===== src/rtl/muldiv_seq.sv =====
// muldiv_seq: iterative RV32M multiply/divide sequencer for the execute stage.
// It takes the forwarded execute-stage operands and holds F/D/E stalled while
// it iterates. It then presents the result for one cycle so the instruction can
// advance with it in place of the ALU result.
// Multiply is radix-2 shift-add and divide is restoring. Both run on operand
// magnitudes, and the sign is fixed up on the final iteration.
// Divide-by-zero and signed overflow resolve in the issue cycle and do not iterate.
//
// Ports:
//   clk, rst       clock (rising edge), asynchronous active-high reset
//   StartE         M-extension instruction present in E
//   MulDivOpE      funct3 of the M instruction
//   SrcAE, SrcBE   forwarded rs1 / rs2 values
//   FlushE         cancel the instruction in E
//   StallMD        stall request for F/D/E
//   BusyE          sequencer not idle (from the state register)
//   DoneE          result valid this cycle
//   MulDivResultE  registered result; meaningful only while DoneE=1
module muldiv_seq #(
    parameter int WIDTH = 32,
    localparam int CNT_W = $clog2(WIDTH)
) (
    input  logic             clk,
    input  logic             rst,
    input  logic             StartE,
    input  logic [2:0]       MulDivOpE,
    input  logic [WIDTH-1:0] SrcAE,
    input  logic [WIDTH-1:0] SrcBE,
    input  logic             FlushE,
    output logic             StallMD,
    output logic             BusyE,
    output logic             DoneE,
    output logic [WIDTH-1:0] MulDivResultE
);

    typedef enum logic [1:0] {IDLE, BUSY, DONE} state_t;

    localparam logic [CNT_W-1:0] LAST_ITER = CNT_W'(WIDTH - 1);

    state_t           state_q, state_d;
    logic [CNT_W-1:0] cnt_q, cnt_d;
    logic [2:0]       op_q, op_d;
    logic [WIDTH-1:0] a_q, a_d;        // multiplicand magnitude
    logic [WIDTH-1:0] b_q, b_d;        // divisor magnitude
    logic             sa_q, sa_d;
    logic             sb_q, sb_d;
    // hi/lo form the working pair. For a multiply they are the {partial
    // product, multiplier} pair. For a divide they are the {remainder,
    // dividend/quotient} pair.
    logic [WIDTH-1:0] hi_q, hi_d;
    logic [WIDTH-1:0] lo_q, lo_d;
    logic [WIDTH-1:0] result_q, result_d;

    logic             is_div, signed_a, signed_b, sa_in, sb_in;
    logic [WIDTH-1:0] a_mag_in, b_mag_in;
    logic [WIDTH:0]   mul_sum, div_shift, div_trial;
    logic [WIDTH-1:0] hi_n, lo_n, quo_f, rem_f;
    logic [2*WIDTH-1:0] prod_f;

    always_comb begin
        is_div   = MulDivOpE[2];
        signed_a = (MulDivOpE == 3'b001) || (MulDivOpE == 3'b010) ||
                   (MulDivOpE == 3'b100) || (MulDivOpE == 3'b110);
        signed_b = (MulDivOpE == 3'b001) || (MulDivOpE == 3'b100) ||
                   (MulDivOpE == 3'b110);
        sa_in    = signed_a & SrcAE[WIDTH-1];
        sb_in    = signed_b & SrcBE[WIDTH-1];
        a_mag_in = sa_in ? (~SrcAE + 1'b1) : SrcAE;
        b_mag_in = sb_in ? (~SrcBE + 1'b1) : SrcBE;
    end

    // One iteration of the current operation, plus the sign-corrected final
    // result that is derived from it on the last iteration.
    always_comb begin
        mul_sum   = {1'b0, hi_q} + (lo_q[0] ? {1'b0, a_q} : '0);
        div_shift = {hi_q, lo_q[WIDTH-1]};
        div_trial = div_shift - {1'b0, b_q};
        if (op_q[2]) begin
            if (!div_trial[WIDTH]) begin
                hi_n = div_trial[WIDTH-1:0];
                lo_n = {lo_q[WIDTH-2:0], 1'b1};
            end else begin
                hi_n = div_shift[WIDTH-1:0];
                lo_n = {lo_q[WIDTH-2:0], 1'b0};
            end
        end else begin
            hi_n = mul_sum[WIDTH:1];
            lo_n = {mul_sum[0], lo_q[WIDTH-1:1]};
        end
        prod_f = (sa_q ^ sb_q) ? (~{hi_n, lo_n} + 1'b1) : {hi_n, lo_n};
        quo_f  = (sa_q ^ sb_q) ? (~lo_n + 1'b1) : lo_n;
        rem_f  = sa_q ? (~hi_n + 1'b1) : hi_n;
    end

    always_comb begin
        state_d  = state_q;
        cnt_d    = cnt_q;
        op_d     = op_q;
        a_d      = a_q;
        b_d      = b_q;
        sa_d     = sa_q;
        sb_d     = sb_q;
        hi_d     = hi_q;
        lo_d     = lo_q;
        result_d = result_q;
        StallMD  = 1'b0;
        DoneE    = 1'b0;

        if (FlushE) begin
            state_d = IDLE;
            cnt_d   = '0;
        end else begin
            case (state_q)
                IDLE: begin
                    if (StartE) begin
                        StallMD = 1'b1;
                        op_d    = MulDivOpE;
                        a_d     = a_mag_in;
                        b_d     = b_mag_in;
                        sa_d    = sa_in;
                        sb_d    = sb_in;
                        hi_d    = '0;
                        lo_d    = is_div ? a_mag_in : b_mag_in;
                        cnt_d   = '0;
                        state_d = BUSY;
                        if (is_div && (SrcBE == '0)) begin
                            result_d = MulDivOpE[1] ? SrcAE : '1;
                            state_d  = DONE;
                        end else if (is_div && !MulDivOpE[0] &&
                                     (SrcAE == {1'b1, {(WIDTH-1){1'b0}}}) &&
                                     (SrcBE == '1)) begin
                            result_d = MulDivOpE[1] ? '0 : SrcAE;
                            state_d  = DONE;
                        end
                    end
                end
                BUSY: begin
                    StallMD = 1'b1;
                    hi_d    = hi_n;
                    lo_d    = lo_n;
                    cnt_d   = cnt_q + 1'b1;
                    if (cnt_q == LAST_ITER) begin
                        cnt_d   = '0;
                        state_d = DONE;
                        if (op_q[2])
                            result_d = op_q[1] ? rem_f : quo_f;
                        else
                            result_d = (op_q == 3'b000) ? prod_f[WIDTH-1:0]
                                                        : prod_f[2*WIDTH-1:WIDTH];
                    end
                end
                DONE: begin
                    DoneE   = 1'b1;
                    state_d = IDLE;
                end
                default: state_d = IDLE;
            endcase
        end
        // Reset holds every output low, including the combinational stall.
        if (rst) StallMD = 1'b0;
    end

    always_ff @(posedge clk or posedge rst) begin
        if (rst) begin
            state_q  <= IDLE;
            cnt_q    <= '0;
            op_q     <= '0;
            a_q      <= '0;
            b_q      <= '0;
            sa_q     <= 1'b0;
            sb_q     <= 1'b0;
            hi_q     <= '0;
            lo_q     <= '0;
            result_q <= '0;
        end else begin
            state_q  <= state_d;
            cnt_q    <= cnt_d;
            op_q     <= op_d;
            a_q      <= a_d;
            b_q      <= b_d;
            sa_q     <= sa_d;
            sb_q     <= sb_d;
            hi_q     <= hi_d;
            lo_q     <= lo_d;
            result_q <= result_d;
        end
    end

    assign BusyE         = (state_q != IDLE);
    assign MulDivResultE = result_q;

endmodule

===== config.mk =====
export PLATFORM = sky130hd
export DESIGN_NAME = muldiv_seq
export DESIGN_NICKNAME = d
export VERILOG_FILES = /design/src/rtl/muldiv_seq.sv
export SDC_FILE = /design/constraint.sdc
export NUM_CORES = 1
export LEC_CHECK = 0
export BUFFER_PORTS_ARGS = -buffer_cell sky130_fd_sc_hd__buf_2
export CORE_UTILIZATION = 35
export CTS_BUF_LIST = sky130_fd_sc_hd__clkbuf_8
export DETAILED_ROUTE_END_ITERATION = 16
export GPL_TIMING_DRIVEN = 0
export HOLD_SLACK_MARGIN = 0.12
export PLACE_DENSITY = 0.57
export SLEW_MARGIN = 20
export SYNTH_ARGS = -nofsm -noshare
export SYNTH_HDL_FRONTEND = slang
export SYNTH_SLANG_ARGS = --single-unit
export TNS_END_PERCENT = 1

===== constraint.sdc =====
create_clock -name clk -period 13.51 [get_ports clk]
set_input_delay 2.702 -clock clk [delete_from_list [all_inputs] [get_ports clk]]
set_output_delay 2.702 -clock clk [all_outputs]
set_load 0.1 [all_outputs]

Yosys cells after proc, flatten, opt, wreduce, memory -nomap -nowiden
Index checks and enable logic that the tools add are counted.
{ "word_totals": {"ff_bits": 172} }
{ "op_classes": {"reduce_logical": 21, "n_addsub": 8, "n_mux": 41, "eq_ne": 14, "bitwise": 9} }
{ "ops": {"columns": ["operator", "count"], "rows": [
  ["2-to-1 mux 32 bit", 20],
  ["one-hot mux 32 bit (2 select lines)", 3],
  ["adder 32 x 1 -> 32 bit (second input constant)", 4],
  ["NOT 32 bit", 4],
  ["adder 64 x 1 -> 64 bit (second input constant)", 1],
  ["== test 32 bit (second input constant)", 2],
  ["2-to-1 mux 64 bit", 1],
  ["NOT 64 bit", 1],
  ["adder 32 x 32 -> 33 bit", 1],
  ["subtractor 33 x 32 -> 33 bit", 1],
  ["logical NOT 32 bit", 1],
  ["2-to-1 mux 5 bit", 3],
  ["2-to-1 mux 2 bit", 5],
  ["one-hot mux 5 bit (2 select lines)", 1],
  ["inequality test 3 bit (second input constant)", 3],
  ["== test 3 bit (second input constant)", 2],
  ["2-to-1 mux 1 bit", 6],
  ["AND reduction 3 bit", 2],
  ["adder 5 x 1 -> 5 bit (second input constant)", 1],
  ["== test 5 bit (second input constant)", 1],
  ["logical OR 1 bit", 5],
  ["AND reduction 5 bit", 1],
  ["logical AND 1 bit", 4],
  ["inequality test 2 bit (second input constant)", 2],
  ["other kinds (15)", 18]
]} }

Longest topological paths before layout
Gate-level depths: netlist (run 1).
{ "depth": {"depth_word": 10, "ltp_mapped": 24, "depth_no_buf": 23} }

Least setup slack after synthesis (run 1)
OpenSTA, ideal clock, no wires.
{ "synth_timing": {"path_kind": "input-to-output", "from": "input port FlushE", "to": "output port DoneE", "stages": 2, "slack_ns": 5.704, "path_buffers": 1, "required_time_ns": 10.808, "arrival_ns": 5.104, "cell_sequence": "clkbuf_1 -> nor3b_1"} }
{ "synth_between": {"elab_chain_cells": 1} }
{ "synth_rtl": {"columns": ["item", "line_no", "rtl"], "rows": [
  ["start, declared", "29", "input logic FlushE,"],
  ["2-to-1 mux 1 bit", "109", "if (FlushE) begin"],
  ["end, declared", "32", "output logic DoneE,"]
]} }
No other way between the ends.

Worst setup path after layout (run 1)
{ "layout_timing": {"from": "register op_q[2]", "to": "register result_q[14], in the netlist MulDivResultE[14]"} }
{ "layout_between": {"elab_chain_cells": 8} }
{ "layout_rtl": {"columns": ["item", "line_no", "rtl"], "rows": [
  ["start, declared", "42", "logic [2:0] op_q, op_d;"],
  ["start signal, assigned", "178", "op_q <= op_d;"],
  ["2-to-1 mux 32 bit", "78", "if (op_q[2]) begin"],
  ["NOT 64 bit (tied with other cells)", "90", "prod_f = (sa_q ^ sb_q) ? (~{hi_n, lo_n} + 1'b1) : {hi_n, lo_n};"],
  ["adder 64 x 1 -> 64 bit (tied with other cells)", "90", null],
  ["2-to-1 mux 64 bit (tied with other cells)", "90", null],
  ["2-to-1 mux 32 bit (on tied branches)", "148, 146", null],
  ["2-to-1 mux 32 bit *", "145", "if (op_q[2])"],
  ["2-to-1 mux 32 bit *", "142", "if (cnt_q == LAST_ITER) begin"],
  ["one-hot mux 32 bit (2 select lines) *", "113", "case (state_q)"],
  ["end signal, assigned", "185", "result_q <= result_d;"],
  ["end, declared", "52", "logic [WIDTH-1:0] result_q, result_d;"]
]} }
Mark *: on every way between the ends. The rest lies on a longest branch, timed or not. The select of a mux whose other input is x is not followed.
A chain may end at the register's enable or synchronous reset.

==> results.json, run 1 <==
{
  "status": "finished clean",
  "irDropWorstVdd_mv": 0.238,
  "ff2ff_path_depth": 20,
  "internal_power_mw": 1.49,
  "fmax_mhz": 105,
  "instances_no_fill": 3194,
  "max_slew.worst_pin.slew_ns": 1.27,
  "core_mm2": 0.0505,
  "grt-ovfl-total": 0,
  "ios": 106,
  "die_x_um": 229,
  "reg2reg_slack_ns": 4.03,
  "whs_ns": 0.486,
  "antenna_found_initial": 2,
  "rows": 82,
  "setup_tns_ns": 0,
  "synth_nets": 2528,
  "synth_cells": 2384,
  "power_switching_mw": 2.20,
  "tritoncts": "yes",
  "utilization_pct": 39.3,
  "routabilityCongestion": 1.08,
  "viasPerCell": 6.41,
  "clk_latency_ns": 0.53,
  "drt-total-wl_um": 91500,
  "r2r-end": "MulDivResultE[14]$_DFFE_PP0P_",
  "grt_max_degree": 101,
  "cp_max_fo": 10,
  "seq_power_share_pct": 21.2,
  "dr.pass1.iters": 6,
  "worst_slack_ns": 4.03,
  "finClkSkew_ns": 0.0191,
  "slew-limit-headroom_pct": 13.2,
  "crit_family": "buffers and inverters",
  "clk_pin_slew_ns": 0.10,
  "vias": 20500,
  "postSynthAreaPerCell_um2": 7.55,
  "min_period_ns": 9.48,
  "fin_crit_sh_pct": 70.2,
  "cts.path.max_buffers": 2,
  "hp-start": "a_q[18]$_DFFE_PP0P_",
  "synth_edf_count": 0,
  "yosysSeqAreaShare_pct": 23.9,
  "ctsRootBufferMaster": "clkbuf_8",
  "setup_viol": 0,
  "async_flop_share_pct": 100,
  "detail-route-antenna-nets": 0,
  "postCtsSetupRepairBufs": 0,
  "crit_path_start_kind": "flop",
  "grt_pass1_vias": 19000,
  "die_h_um": 229,
  "drc": 0,
  "swShare_pct": 59.6,
  "cp_data_arrival_time_ns": 9.87,
  "combPwrFrac_pct": 67.8,
  "crit_chain": "buf_2 > buf_1 > buf_2 > buf_2 > buf_2 > buf_1 > buf_1 > mux2i_1 > ha_1 > o21ai_0 > nor4_1 > nor2b_1 > nor4b_1 > and2_1 > o2111ai_1 > a2111oi_0 > a31oi_1 > xnor2_1 > a221oi_1 > nor3_1",
  "track_usage_pct": 34.5,
  "fillers": 5431,
  "cts_resized": 0,
  "drtIter0Drc": 2682,
  "crit_buf_inv": 7,
  "p_per_area_mw_per_mm2": 186,
  "hold_violations": 0,
  "yosysWarningCount": 0,
  "crit_required_ns": 13.89,
  "ys.flop_type": "dfrtp_1",
  "placed_cells": 3162,
  "portBuffers": 104,
  "synth_seq_cells": 172,
  "setup.worst_path.class": "reg2reg",
  "slew_viol_final": 0,
  "h-tree-depth": 4,
  "crit_path_end_kind": "flop",
  "critPathMostFrequentCell": "buf_2",
  "grt_pass1_wl_um": 133000,
  "clock-sinks": 172,
  "cts_hold_buf": 0,
  "min_delay_worst_endpoint": "a_q[18]$_DFFE_PP0P_",
  "die-area_mm2": 0.0523,
  "r2r-start": "op_q[2]$_DFFE_PP0P_",
  "pre_cts_ws_ns": 4.57,
  "cts-buffers-inserted": 17,
  "syn_to_final_growth_pct": 10.2,
  "rsz0062_at_grt": "false",
  "hold_path.class": "reg2reg",
  "synth_area_mm2": 0.0180,
  "crit_slowest_cell": "a2111oi_0",
  "n_antenna_cell": 0,
  "initial_core_util_pct": 35.7,
  "clock_power_share_pct": 11.0,
  "p_leak_nw": 8.14,
  "post_drt_wl_per_cell_um": 28.7,
  "max_stage_delay_ns": 1.02,
  "synthDistinctLibCells": 102,
  "dpl.hpwl_um": 74000,
  "nets": 2653,
  "drive_above_1_share_pct": 9.40,
  "worstHoldPathCells": 2,
  "drv_cap": 0
}
-- worst max-delay path by stage --
stage,cells after the start,start,slack [ns],to
after floorplan,2,FlushE,5.70,DoneE
after global placement,2,rst,3.90,hi_q[11]$_DFFE_PP0P_
after detailed placement,20,op_q[2]$_DFFE_PP0P_,4.57,MulDivResultE[14]$_DFFE_PP0P_
after CTS,20,op_q[2]$_DFFE_PP0P_,4.51,MulDivResultE[14]$_DFFE_PP0P_
after global routing,20,op_q[2]$_DFFE_PP0P_,3.97,MulDivResultE[14]$_DFFE_PP0P_
final,20,op_q[2]$_DFFE_PP0P_,4.03,MulDivResultE[14]$_DFFE_PP0P_
-- flip-flops by register name, indices dropped and copies added, names as in the netlist --
name,count
hi_q,32
sb_q,1
op_q,3
b_q,32
cnt_q,5
lo_q,32
state_q,2
sa_q,1
MulDivResultE,32
a_q,32
-- power groups by stage --
stage | logic [mW] | clock network, mW | registers [mW]
detailed placement | 2.40 | 0 | 0.788
CTS | 2.41 | 0.404 | 0.777
finish | 2.50 | 0.405 | 0.784
floorplan | 1.34 | 0 | 1.03
global placement | 2.39 | 0 | 0.784
global route | 2.62 | 0.424 | 0.795
-- metal layers --
metal | vias up | track usage, % | share of wire [%]
met5 | - | 0 | 0.013
met4 | 2 | 18.1 | 6.2
met3 | 246 | 5.75 | 9.6
met2 | 1248 | 51.5 | 42
met1 | 9961 | 47.5 | 42
li1 | 9023 | - | -
-- cells in the final DEF (no fill, tap or decap), types with 11 or more instances in the layout --
master      n
nand2_1   274
o21ai_0   232
nor2_1    198
dfrtp_1   172
a21oi_1   163
buf_2     125
clkbuf_1  111
xnor2_1   100
nor3_1     91
mux2i_1    80
xor2_1     75
ha_1       71
inv_1      63
a211oi_1   51
and2_1     47
nand3_1    44
nand4_1    35
a31oi_1    32
a21o_1     30
o31ai_1    28
nor4_1     28
maj3_1     26
o211ai_1   24
or3_1      22
nand2b_1   20
and3_1     18
clkbuf_8   18
nor2b_1    16
or2_2      16
buf_1      16
a221oi_1   15
o21a_1     14
a22o_1     14
or4_1      13
nor3b_1    12
o21ai_1    12
o21bai_1   11
-- synth_stat cells, drive strengths merged, types with 10 or more instances --
master   count  area (µm²)
a211oi      55         440
xor2        75         657
nand3       46         240
o31ai       29         218
a31oi       34         213
ha          71         888
mux2i       80         801
o21ai      247        1250
a22o        14         123
a21oi      168         860
a21o        30         225
o21a        14         105
maj3        26         260
o2111ai     10        93.8
and3        18         113
or4         14         109
nor2       198         743
dfrtp      172        4300
nor3b       12        90.1
inv         63         236
buf         42         216
o211ai      25         193
nor3        94         492
or3         22         138
o21bai      12        93.8
and2        48         300
nand2      274        1030
nor4        30         203
xnor2      100         876
a221oi      16         146
nor2b       16         100
clkbuf     112         422
or2         18         113
nand2b      20         125
nand4       36         231
-- layout make-up --
class                      count  area, µm²  share of cell area, %
buffer                       154        638                   3.22
clock buffer                  18        248                   1.25
clock inverter                14        158                  0.795
inverter                      64        248                   1.25
multi-input combinational   1994      12800                   64.8
sequential                   172       4300                   21.7
tap                          672        841                   4.24
timing repair buffer         106        553                   2.79
-- metrics by stage --
step / instance area [µm²] / total power, mW
after floorplan: 18000 / 2.37
after global placement: 19400 / 3.18
after detailed placement: 19400 / 3.19
after CTS: 19800 / 3.59
after global routing: 19800 / 3.84
final: 19800 / 3.69
-- cells by family after synthesis --
group / synth area share (%)
multiplexers: 4.82
XOR/XNOR: 8.52
AND/OR/NAND/NOR: 24.1
buffers and inverters: 4.88
adder cells (fa/ha/maj): 6.60
AO/OA/AOI/OAI: 27.1
flip-flops: 23.9
-- worst register-to-register path, cell delays in order (launching register included) --
cell	delay (ns)
dfrtp_1	0.40
buf_2	0.30
buf_1	0.72
buf_2	0.41
buf_2	0.32
buf_2	0.37
buf_1	0.73
buf_1	0.76
mux2i_1	0.59
ha_1	0.27
o21ai_0	0.17
nor4_1	0.39
nor2b_1	0.26
nor4b_1	0.90
and2_1	0.32
o2111ai_1	0.16
a2111oi_0	1.02
a31oi_1	0.24
xnor2_1	0.19
a221oi_1	0.68
nor3_1	0.14
(Power assumes the default switching activity.)
==> run 2, diff against run 1 <==
Settings changed: PLACE_DENSITY 0.57 to 0.59.
Clock period 13.51 ns to 8.45 ns, I/O delays scaled along.
==> run 2 against run 1 <==
- via count increased by 0.36%
- sequential power rose by 59%
- sequential share of layout area hardly changed
- utilization about the same
- wire length barely moved
- global-route usage fell by 0.22 points
- first-iteration DRC count down 4.6%
- count of clock-buffer cells in the layout is the same
- die area is the same
- clock power grew 58%
- total power rose by 60%
- cell area is essentially flat
- largest power group unchanged
- highest routed layer is now met4
==> results.json, run 2 (synthesis gave the netlist of run 1 again) <==
{
  "status": "finished clean",
  "crit_path_end_kind": "flop",
  "clk_latency_ns": 0.56,
  "fillers": 5325,
  "finClkSkew_ns": 0.0401,
  "fmax_mhz": 125,
  "clock-sinks": 172,
  "clk_pin_slew_ns": 0.11,
  "hold_violations": 0,
  "die_h_um": 229,
  "fin_crit_sh_pct": 95.0,
  "grt_pass1_vias": 18900,
  "grtUsageMet3_pct": 5.84,
  "grt_max_degree": 91,
  "tritoncts": "yes",
  "cts.path.max_buffers": 2,
  "hold_path.class": "reg2reg",
  "final-seq-area_mm2": 0.00430,
  "die_x_um": 229,
  "detail-route-antenna-nets": 0,
  "pre_cts_ws_ns": -0.400,
  "h-tree-depth": 4,
  "slew_viol_final": 0,
  "vias": 20600,
  "syn_to_final_growth_pct": 10.1,
  "drive_above_1_share_pct": 9.45,
  "post_drt_wl_per_cell_um": 28.7,
  "busiest_layer": "met2",
  "layout_commonest_cell": "nand2_1",
  "setup_tns_ns": 0,
  "multi_input_area_mm2": 0.0128,
  "antenna_found_initial": 0,
  "ios": 106,
  "dr.pass1.iters": 8,
  "cts_hold_buf": 0,
  "crit_path_start_kind": "flop",
  "p_leak_nw": 8.14,
  "worst_slack_ns": 0.419,
  "track_usage_pct": 34.3,
  "rsz0062_at_grt": "false",
  "grtUsageMet1_pct": 47.0,
  "setup_viol": 0,
  "routabilityCongestion": 1.05,
  "crit_required_ns": 8.83,
  "ctsRootBufferMaster": "clkbuf_8",
  "cp_data_arrival_time_ns": 8.41,
  "most-common-layout-cells": "nand2_1, o21ai_0, nor2_1",
  "p_per_area_mw_per_mm2": 298,
  "drtIter0Drc": 2559,
  "met2_usage_pct": 51.8,
  "viasPerCell": 6.44,
  "cts-buffers-inserted": 17,
  "drt-total-wl_um": 91500,
  "irDropWorstVdd_mv": 0.284,
  "design_area_mm2": 0.0198,
  "portBuffers": 104,
  "grt-ovfl-total": 0,
  "dpl.hpwl_um": 73900,
  "rows": 82,
  "die-area_mm2": 0.0523,
  "nets": 2650,
  "setup.worst_path.class": "reg2reg",
  "grt_pass1_wl_um": 132000,
  "slew-limit-headroom_pct": 20.5,
  "initial_core_util_pct": 35.7,
  "whs_ns": 0.487,
  "min_period_ns": 8.03,
  "place_area_mm2": 0.0194,
  "core_mm2": 0.0505,
  "max_slew.worst_pin.slew_ns": 1.16,
  "drv_cap": 0,
  "drc": 0,
  "cp_max_fo": 11,
  "utilization_pct": 39.3
}
==> run 2: cell types whose count changed in the layout (fill, tap and decap cells not counted), moves of 2 or more <==
| cell | previous run | this run |
|---|---|---|
| clkinvlp_4 | 3 | 1 |
| a31oi_1 | 32 | 34 |
| inv_8 | 3 | 5 |
| buf_1 | 16 | 14 |
| o311ai_1 | 2 | 0 |
| clkinv_8 | 0 | 3 |
| bufinv_16 | 2 | 0 |
| a31oi_2 | 2 | 0 |
==> run 2: power breakdown <==
part,switching [mW],internal (mW)
Sequential,0.227,1.02
Combinational,2.92,1.08
Clock,0.411,0.230
Total,3.56,2.34
==> run 2: area by class of cell <==
class                   count  area share (%)
diodes                      1          0.0126
well taps                 672            4.24
multi-input cells        1994            64.8
plain buffers             152            3.18
clock buffers              18            1.25
clock inverters            14           0.758
flip-flops and latches    172            21.7
inverters                  64            1.25
repair buffers            105            2.77
==> run 2: path summary, 6_finish.rpt <==
path | startpoint | end | slack [ns] | cells past startpoint
worst max-delay path | op_q[2]$_DFFE_PP0P_ | MulDivResultE[14]$_DFFE_PP0P_ | 0.42 | 19
worst min-delay path | a_q[17]$_DFFE_PP0P_ | a_q[17]$_DFFE_PP0P_ | 0.49 | 2
worst max register to register | op_q[2]$_DFFE_PP0P_ | MulDivResultE[14]$_DFFE_PP0P_ | 0.42 | 19
worst min register to register | a_q[17]$_DFFE_PP0P_ | a_q[17]$_DFFE_PP0P_ | 0.49 | 2
max in group asynchronous | rst | hi_q[14]$_DFFE_PP0P_ | 6.29 | 3
min in group asynchronous | rst | cnt_q[1]$_DFFE_PP0P_ | 1.25 | 2
==> run 2: what timing repair did <==
item	CTS	global route
setup buffers	0	0
gates resized for setup	1	0
setup endpoints to repair	5	1
==> run 2: per-layer routing <==
layer | vias to the layer above | share of wire, %
li1 | 9033 | -
met1 | 10100 | 43
met2 | 1227 | 42
met3 | 244 | 9.0
met4 | 0 | 5.6
met5 | - | 0
==> run 2: worst max-delay path, stage by stage, from the launching register on <==
cell and delay, ns:
dfrtp_1 0.41, buf_2 0.27, inv_1 0.27, clkbuf_1 0.37
buf_1 0.47, clkbuf_1 0.58, clkbuf_1 0.54, a211oi_1 0.72
ha_1 0.29, o21ai_0 0.14, nor4_1 0.38, nor2b_1 0.31
nor4b_2 0.64, and2_1 0.31, o2111ai_1 0.16, a2111oi_0 0.60
a31oi_1 0.20, xnor2_1 0.19, a221oi_1 0.85, nor3_1 0.14
==> run 2: stage by stage <==
step,instances,total power [mW]
2_1_floorplan,2384,3.79
3_3_place_gp,3160,5.09
3_5_place_dp,3161,5.10
4_1_cts,3192,5.74
5_1_grt,3191,6.11
6_report,3192,5.90
